[src/rtl/subtractor_xbit_bitserial_if.sv]
// Operand/result handshake bundle for the bit-serial subtractor.
// The slave side is the subtractor and the master side is the requester.
interface subtractor_xbit_bitserial_if #(
  parameter int DATA_WIDTH = 8
);
  logic                  i_valid;
  logic                  o_ready;
  logic [DATA_WIDTH-1:0] i_num_a;
  logic [DATA_WIDTH-1:0] i_num_b;
  logic                  i_brw;
  logic                  o_valid;
  logic                  i_ready;
  logic [DATA_WIDTH-1:0] o_res;
  logic                  o_brw;
  logic                  o_ovf;

  modport slave (
    input  i_valid, i_num_a, i_num_b, i_brw, i_ready,
    output o_ready, o_valid, o_res, o_brw, o_ovf
  );

  modport master (
    output i_valid, i_num_a, i_num_b, i_brw, i_ready,
    input  o_ready, o_valid, o_res, o_brw, o_ovf
  );
endinterface

[src/rtl/subtractor_xbit_bitserial.sv]
// Bit-serial two's-complement subtractor: res = a - b - brw, one bit per clock, LSB first.
// Define SUBTRACTOR_XBIT_BITSERIAL_OVF_EN to build the signed-overflow flag; otherwise o_ovf is tied 0.
module subtractor_xbit_bitserial #(
  parameter int DATA_WIDTH = 8
) (
  input  logic                         i_clk,
  input  logic                         i_rst,
  subtractor_xbit_bitserial_if.slave   bus
);

  localparam int CNT_W = (DATA_WIDTH > 1) ? $clog2(DATA_WIDTH) : 1;
  localparam logic [CNT_W-1:0] LAST_BIT = CNT_W'(DATA_WIDTH - 1);

  typedef enum logic [1:0] {IDLE, BUSY, DONE} state_t;

  state_t                state_q;
  logic                  ready_q;
  logic                  valid_q;
  logic [CNT_W-1:0]      cnt_q;
  logic                  carry_q;
  logic [DATA_WIDTH-1:0] a_sr;
  logic [DATA_WIDTH-1:0] nb_sr;
  logic [DATA_WIDTH-1:0] res_q;
  logic [DATA_WIDTH-1:0] res_nxt;
  logic                  brw_q;
  logic [1:0]            fa;
  logic                  accept;
  logic                  last_bit;

  // Returns {carry_out, sum}.
  function automatic logic [1:0] full_add(input logic x, input logic y, input logic cin);
    full_add = {(x & y) | (x & cin) | (y & cin), x ^ y ^ cin};
  endfunction

  assign accept   = bus.i_valid & ready_q;
  assign last_bit = (state_q == BUSY) && (cnt_q == LAST_BIT);

  always_comb begin
    fa                      = full_add(a_sr[0], nb_sr[0], carry_q);
    res_nxt                 = res_q >> 1;
    res_nxt[DATA_WIDTH-1]   = fa[0];
  end

  // Control and output registers
  always_ff @(posedge i_clk or posedge i_rst) begin
    if (i_rst) begin
      state_q <= IDLE;
      ready_q <= 1'b1;
      valid_q <= 1'b0;
      cnt_q   <= '0;
      carry_q <= 1'b0;
      res_q   <= '0;
      brw_q   <= 1'b0;
    end else begin
      case (state_q)
        IDLE: begin
          if (accept) begin
            carry_q <= ~bus.i_brw;
            cnt_q   <= '0;
            res_q   <= '0;
            brw_q   <= 1'b0;
            ready_q <= 1'b0;
            state_q <= BUSY;
          end
        end
        BUSY: begin
          res_q   <= res_nxt;
          carry_q <= fa[1];
          cnt_q   <= cnt_q + CNT_W'(1);
          if (last_bit) begin
            brw_q   <= ~fa[1];
            valid_q <= 1'b1;
            state_q <= DONE;
          end
        end
        DONE: begin
          if (bus.i_ready) begin
            valid_q <= 1'b0;
            ready_q <= 1'b1;
            state_q <= IDLE;
          end
        end
        default: begin
          valid_q <= 1'b0;
          ready_q <= 1'b1;
          state_q <= IDLE;
        end
      endcase
    end
  end

  // Operand shift registers carry no reset: they are always reloaded on accept.
  always_ff @(posedge i_clk) begin
    if (accept) begin
      a_sr  <= bus.i_num_a;
      nb_sr <= ~bus.i_num_b;
    end else if (state_q == BUSY) begin
      a_sr  <= a_sr >> 1;
      nb_sr <= nb_sr >> 1;
    end
  end

`ifdef SUBTRACTOR_XBIT_BITSERIAL_OVF_EN
  logic ovf_q;

  // carry_q holds the carry into the MSB while the last bit is processed.
  always_ff @(posedge i_clk or posedge i_rst) begin
    if (i_rst) begin
      ovf_q <= 1'b0;
    end else if (accept) begin
      ovf_q <= 1'b0;
    end else if (last_bit) begin
      ovf_q <= carry_q ^ fa[1];
    end
  end

  assign bus.o_ovf = ovf_q;
`else
  assign bus.o_ovf = 1'b0;
`endif

  assign bus.o_ready = ready_q;
  assign bus.o_valid = valid_q;
  assign bus.o_res   = res_q;
  assign bus.o_brw   = brw_q;

endmodule
[src/flat_wrapper.sv]
// flat-port wrapper written by rule: the top's interface ports become plain ports
module subtractor_xbit_bitserial_flat 
#(
  parameter int DATA_WIDTH = 8
)
  (i_clk, i_rst, bus_i_valid, bus_i_num_a, bus_i_num_b, bus_i_brw, bus_i_ready, bus_o_ready, bus_o_valid, bus_o_res, bus_o_brw, bus_o_ovf);
  subtractor_xbit_bitserial_if #(.DATA_WIDTH(DATA_WIDTH)) bus_i ();
  input  logic i_clk;
  input  logic i_rst;
  input wire logic [$bits(bus_i.i_valid)-1:0] bus_i_valid;
  input wire logic [$bits(bus_i.i_num_a)-1:0] bus_i_num_a;
  input wire logic [$bits(bus_i.i_num_b)-1:0] bus_i_num_b;
  input wire logic [$bits(bus_i.i_brw)-1:0] bus_i_brw;
  input wire logic [$bits(bus_i.i_ready)-1:0] bus_i_ready;
  output wire logic [$bits(bus_i.o_ready)-1:0] bus_o_ready;
  output wire logic [$bits(bus_i.o_valid)-1:0] bus_o_valid;
  output wire logic [$bits(bus_i.o_res)-1:0] bus_o_res;
  output wire logic [$bits(bus_i.o_brw)-1:0] bus_o_brw;
  output wire logic [$bits(bus_i.o_ovf)-1:0] bus_o_ovf;
  assign bus_i.i_valid = bus_i_valid;
  assign bus_i.i_num_a = bus_i_num_a;
  assign bus_i.i_num_b = bus_i_num_b;
  assign bus_i.i_brw = bus_i_brw;
  assign bus_i.i_ready = bus_i_ready;
  assign bus_o_ready = bus_i.o_ready;
  assign bus_o_valid = bus_i.o_valid;
  assign bus_o_res = bus_i.o_res;
  assign bus_o_brw = bus_i.o_brw;
  assign bus_o_ovf = bus_i.o_ovf;
  subtractor_xbit_bitserial #(.DATA_WIDTH(DATA_WIDTH)) u_core (.i_clk(i_clk), .i_rst(i_rst), .bus(bus_i));
endmodule
[config.mk]
export PLATFORM = sky130hd
export DESIGN_NAME = subtractor_xbit_bitserial_flat
export DESIGN_NICKNAME = d
export VERILOG_FILES = /design/src/rtl/subtractor_xbit_bitserial_if.sv /design/src/rtl/subtractor_xbit_bitserial.sv /design/src/flat_wrapper.sv
export SDC_FILE = /design/constraint.sdc
export NUM_CORES = 1
export LEC_CHECK = 0
export CAP_MARGIN = 20
export CORE_ASPECT_RATIO = 0.7
export CORE_MARGIN = 1
export CORE_UTILIZATION = 55
export CTS_CLUSTER_SIZE = 24
export DETAILED_ROUTE_END_ITERATION = 12
export DONT_BUFFER_PORTS = 1
export PLACE_DENSITY = 0.78
export SLEW_MARGIN = 15
export SYNTH_ARGS = -nofsm -noshare
export SYNTH_HDL_FRONTEND = slang
export SYNTH_SLANG_ARGS = --single-unit
[constraint.sdc]
create_clock -name i_clk -period 1.5 [get_ports i_clk]
set_clock_uncertainty 0.1 [all_clocks]
set_input_delay 0.45 -clock i_clk [delete_from_list [all_inputs] [get_ports i_clk]]
set_output_delay 0.45 -clock i_clk [all_outputs]
set_load 0.1 [all_outputs]
==> impl_metrics.csv <==
group,metric,value,unit
die,die_y,44.5,microns
run_status,status,"finished, violations left",
cells_and_area,syn_to_final_growth,25.1,%
synth,yosysTopAreaCell,"edfxtp_1",
timing,rsz0062_at_grt,"true",
critical_path,crit_buf_inv,1,
critical_path,crit_path_end_kind,"primary output",
drt,dr.first_iter.drc_count,32,
timing,worst_slew_pin_slew,712,ps
synth,synth_area,1420,sq um
critical_path,crit_required,950,ps
hold_path,hold-path-cell-count,1,
run,cap_violations,0,
hold_path,min_to,"u_core.bus.o_ready$_DFFE_PP1P_",
synth,syn_inst,107,
cells_and_area,drive_above_1_share,32.8,%
timing,whs,130,ps
synth,syn-mean-instance-area,13.2,sq um
clock_tree,root_buffer,"clkbuf_8",
placed_design,gp_congestion,0.738,
run_status,violations,"setup timing",
drt,ant_nets,0,
synth,synth.ff_latch_count,33,
clock_tree,worstSkewPairLatency,280,ps
timing,slew-limit-headroom,52.4,%
global_route,grt_pass1_wl,4240,microns
synth,synth_edf_count,16,
drt,drc,0,
critical_path,regToRegStartpoint,"u_core.bus.o_ready$_DFFE_PP1P_",
clock_tree,cts_tree,"done",
synth,ys_warn_count,0,
cells_and_area,fillers,141,
critical_path,worst_setup_path_start_kind,"flip-flop",
cells_and_area,seq_area,911,sq um
cells_and_area,fin_area,1770,sq um
power_and_ir_drop,p_leak,0.764,nW
synth,syn_nets,131,
power_and_ir_drop,power,4.11,mW
die,start_util,61.7,%
die,coreArea,2290,sq um
power_and_ir_drop,p_per_area,2320,nW/um^2
cells_and_area,nets,154,
critical_path,crit_fanout,3,
timing,fin_ws,-142,ps
die,io_pins,33,
clock_tree,cts_made_buffers,5,
drt,via_count,887,
global_route,overflow,0,
clock_tree,clk_pin_slew,60,ps
placed_design,place_area,1610,sq um
cells_and_area,multi_input_area,500,sq um
global_route,first_global_vias,920,
timing,fmax,609,MHz
critical_path,path_cells,"buf_12",
synth,synth_common_cells,"16 x dfrtp_1, 16 x edfxtp_1, 12 x o21ai_0",
critical_path,reg2reg_to,"u_core.bus.o_res[6]$_DFFE_PP0P_",
critical_path,worstPathArrival,1090,ps
die,dieWidth,62.7,microns
critical_path,reg2reg_setup_slack,-130,ps
cells_and_area,n_antenna_cell,0,
synth,async_flop_share,51.5,%
clock_tree,clk_path_buf_depth,2,
timing,period_share,109,%
placed_design,place.port_buffers,0,
hold_path,worstHoldStart,"bus_i_valid",
critical_path,slowest_stage,"dfstp_4",
cells_and_area,fin_util,77.2,%
synth,yosysSeqAreaShare,64.0,%
drt,wire_per_inst,16.0,microns
hold_path,hold_class,"input pin to flip-flop",
timing,hold_viol_final,0,
clock_tree,htree_num_levels,2,
critical_path,slowest_delay,630,ps
drt,finalWirelength,2610,microns
timing,finalMaxSlewViolations,0,
placed_design,dpl.hpwl,1630,microns
synth,ys_top_cells_by_area,"edfxtp_1 34%, dfrtp_1 28%, a22o_1 5.6%",
power_and_ir_drop,ir_drop,1.04,mV
global_route,grt_max_degree,18,
synth,yosysTopAreaCellShare,33.9,%
drt,dr.pass1.iters,4,
synth,yosysUniqueCellTypes,29,
die,placementRows,14,
die,die-area,2790,sq um
synth,ys.flop_type,"edfxtp_1",
timing,setup_tns,-1550,ps
timing,min_period,1640,ps
timing,finalSetupViolCount,25,
critical_path,rr_worst_depth,4,
global_route,grt_antenna_before_repair,0,
drt,via_per_inst,5.44,
critical_path,path_delay_family,"flip-flops",
clock_tree,clock-sinks,33,
global_route,grt_usage,21.9,%
critical_path,worstSetupPathType,"flip-flop to primary output",
## worst reg2reg max path, stage by stage, from the launching register on
cell and delay, ps:
dfstp_4 630, buf_4 160, a21oi_2 90, or2_4 290, a22o_1 240
## through the flow
stage,setup WS [ps],cells
after floorplan,-201,107
after global placement,33.6,150
after detailed placement,5.54,150
after CTS,-145,162
after global routing,-174,163
final,-142,163
## routing by layer
metal	GRT usage [%]	vias to the layer above	wire, microns
li1	-	427	-
met1	27.4	430	1170
met2	35.2	24	1270
met3	7.99	6	121
met4	9.77	0	46
met5	0	-	0
## cell type report
cell class,count,area share (%)
inverter,6,1.27
timing repair buffer,21,12.2
multi-input combinational,63,28.2
clock inverter,3,0.706
clock buffer,5,3.88
tap,32,2.26
sequential,33,51.4
## where the power goes
part / switching, mW / internal [mW] / leakage (nW) / total, mW
Combinational: 1.29 / 0.653 / 0.357 / 1.95
Sequential: 0.179 / 1.36 / 0.364 / 1.54
Clock: 0.309 / 0.311 / 0.0430 / 0.620
## layout by cell type (no fill, tap or decap), drive strengths merged
cell type	count
dfstp	1
a22o	9
o2bb2ai	1
ha	2
o21ai	12
a32o	1
nor2b	1
a21oi	2
mux2i	1
nor2	4
clkbuf	5
dfrtp	16
a211o	1
fa	1
and3	1
a22oi	1
buf	20
clkinv	3
dlygate4sd3	1
or2	2
conb	1
edfxtp	16
inv	6
nand2b	1
nand2	13
mux2	9
## logic make-up after synthesis
family	count (synthesis)	share of synthesized area, %
DFF	33	64.0
and+or+nand+nor	20	6.36
other	1	0.265
muxes	10	7.86
adders and majority gates	3	3.18
buffers and inverters	13	5.03
AOI/OAI and AO/OA	27	13.3
## flip-flops by register name (all words and copies together) (netlist names)
signal,flops
u_core.a_sr,8
u_core.bus.o_brw,1
u_core.bus.o_ready,1
u_core.bus.o_res,8
u_core.bus.o_valid,1
u_core.carry_q,1
u_core.cnt_q,3
u_core.nb_sr,8
u_core.state_q,2
## repair_timing
item                                    4_1_cts  5_1_grt
hold endpoints to repair                     16        0
hold buffers                                  1        0
pin swaps                                     1        2
cloned                                        1        1
gates resized for setup                       3        8
endpoints found under the setup margin        5       31
setup buffers                                 2        0
## how the worst max path moves through the flow
stage	from	to	slack (ps)	cells past startpoint
floorplan	u_core.bus.o_ready$_DFFE_PP1P_	u_core.a_sr[4]$_DFFE_PP_	-200	3
global placement	u_core.bus.o_ready$_DFFE_PP1P_	u_core.a_sr[4]$_DFFE_PP_	30	2
detailed placement	u_core.bus.o_ready$_DFFE_PP1P_	u_core.a_sr[6]$_DFFE_PP_	6	2
CTS	u_core.bus.o_ready$_DFFE_PP1P_	bus_o_ready	-150	1
global route	u_core.bus.o_ready$_DFFE_PP1P_	u_core.bus.o_res[0]$_DFFE_PP0P_	-170	4
finish	u_core.bus.o_ready$_DFFE_PP1P_	bus_o_ready	-140	1
Note: power is estimated with default switching activity, not from simulation.
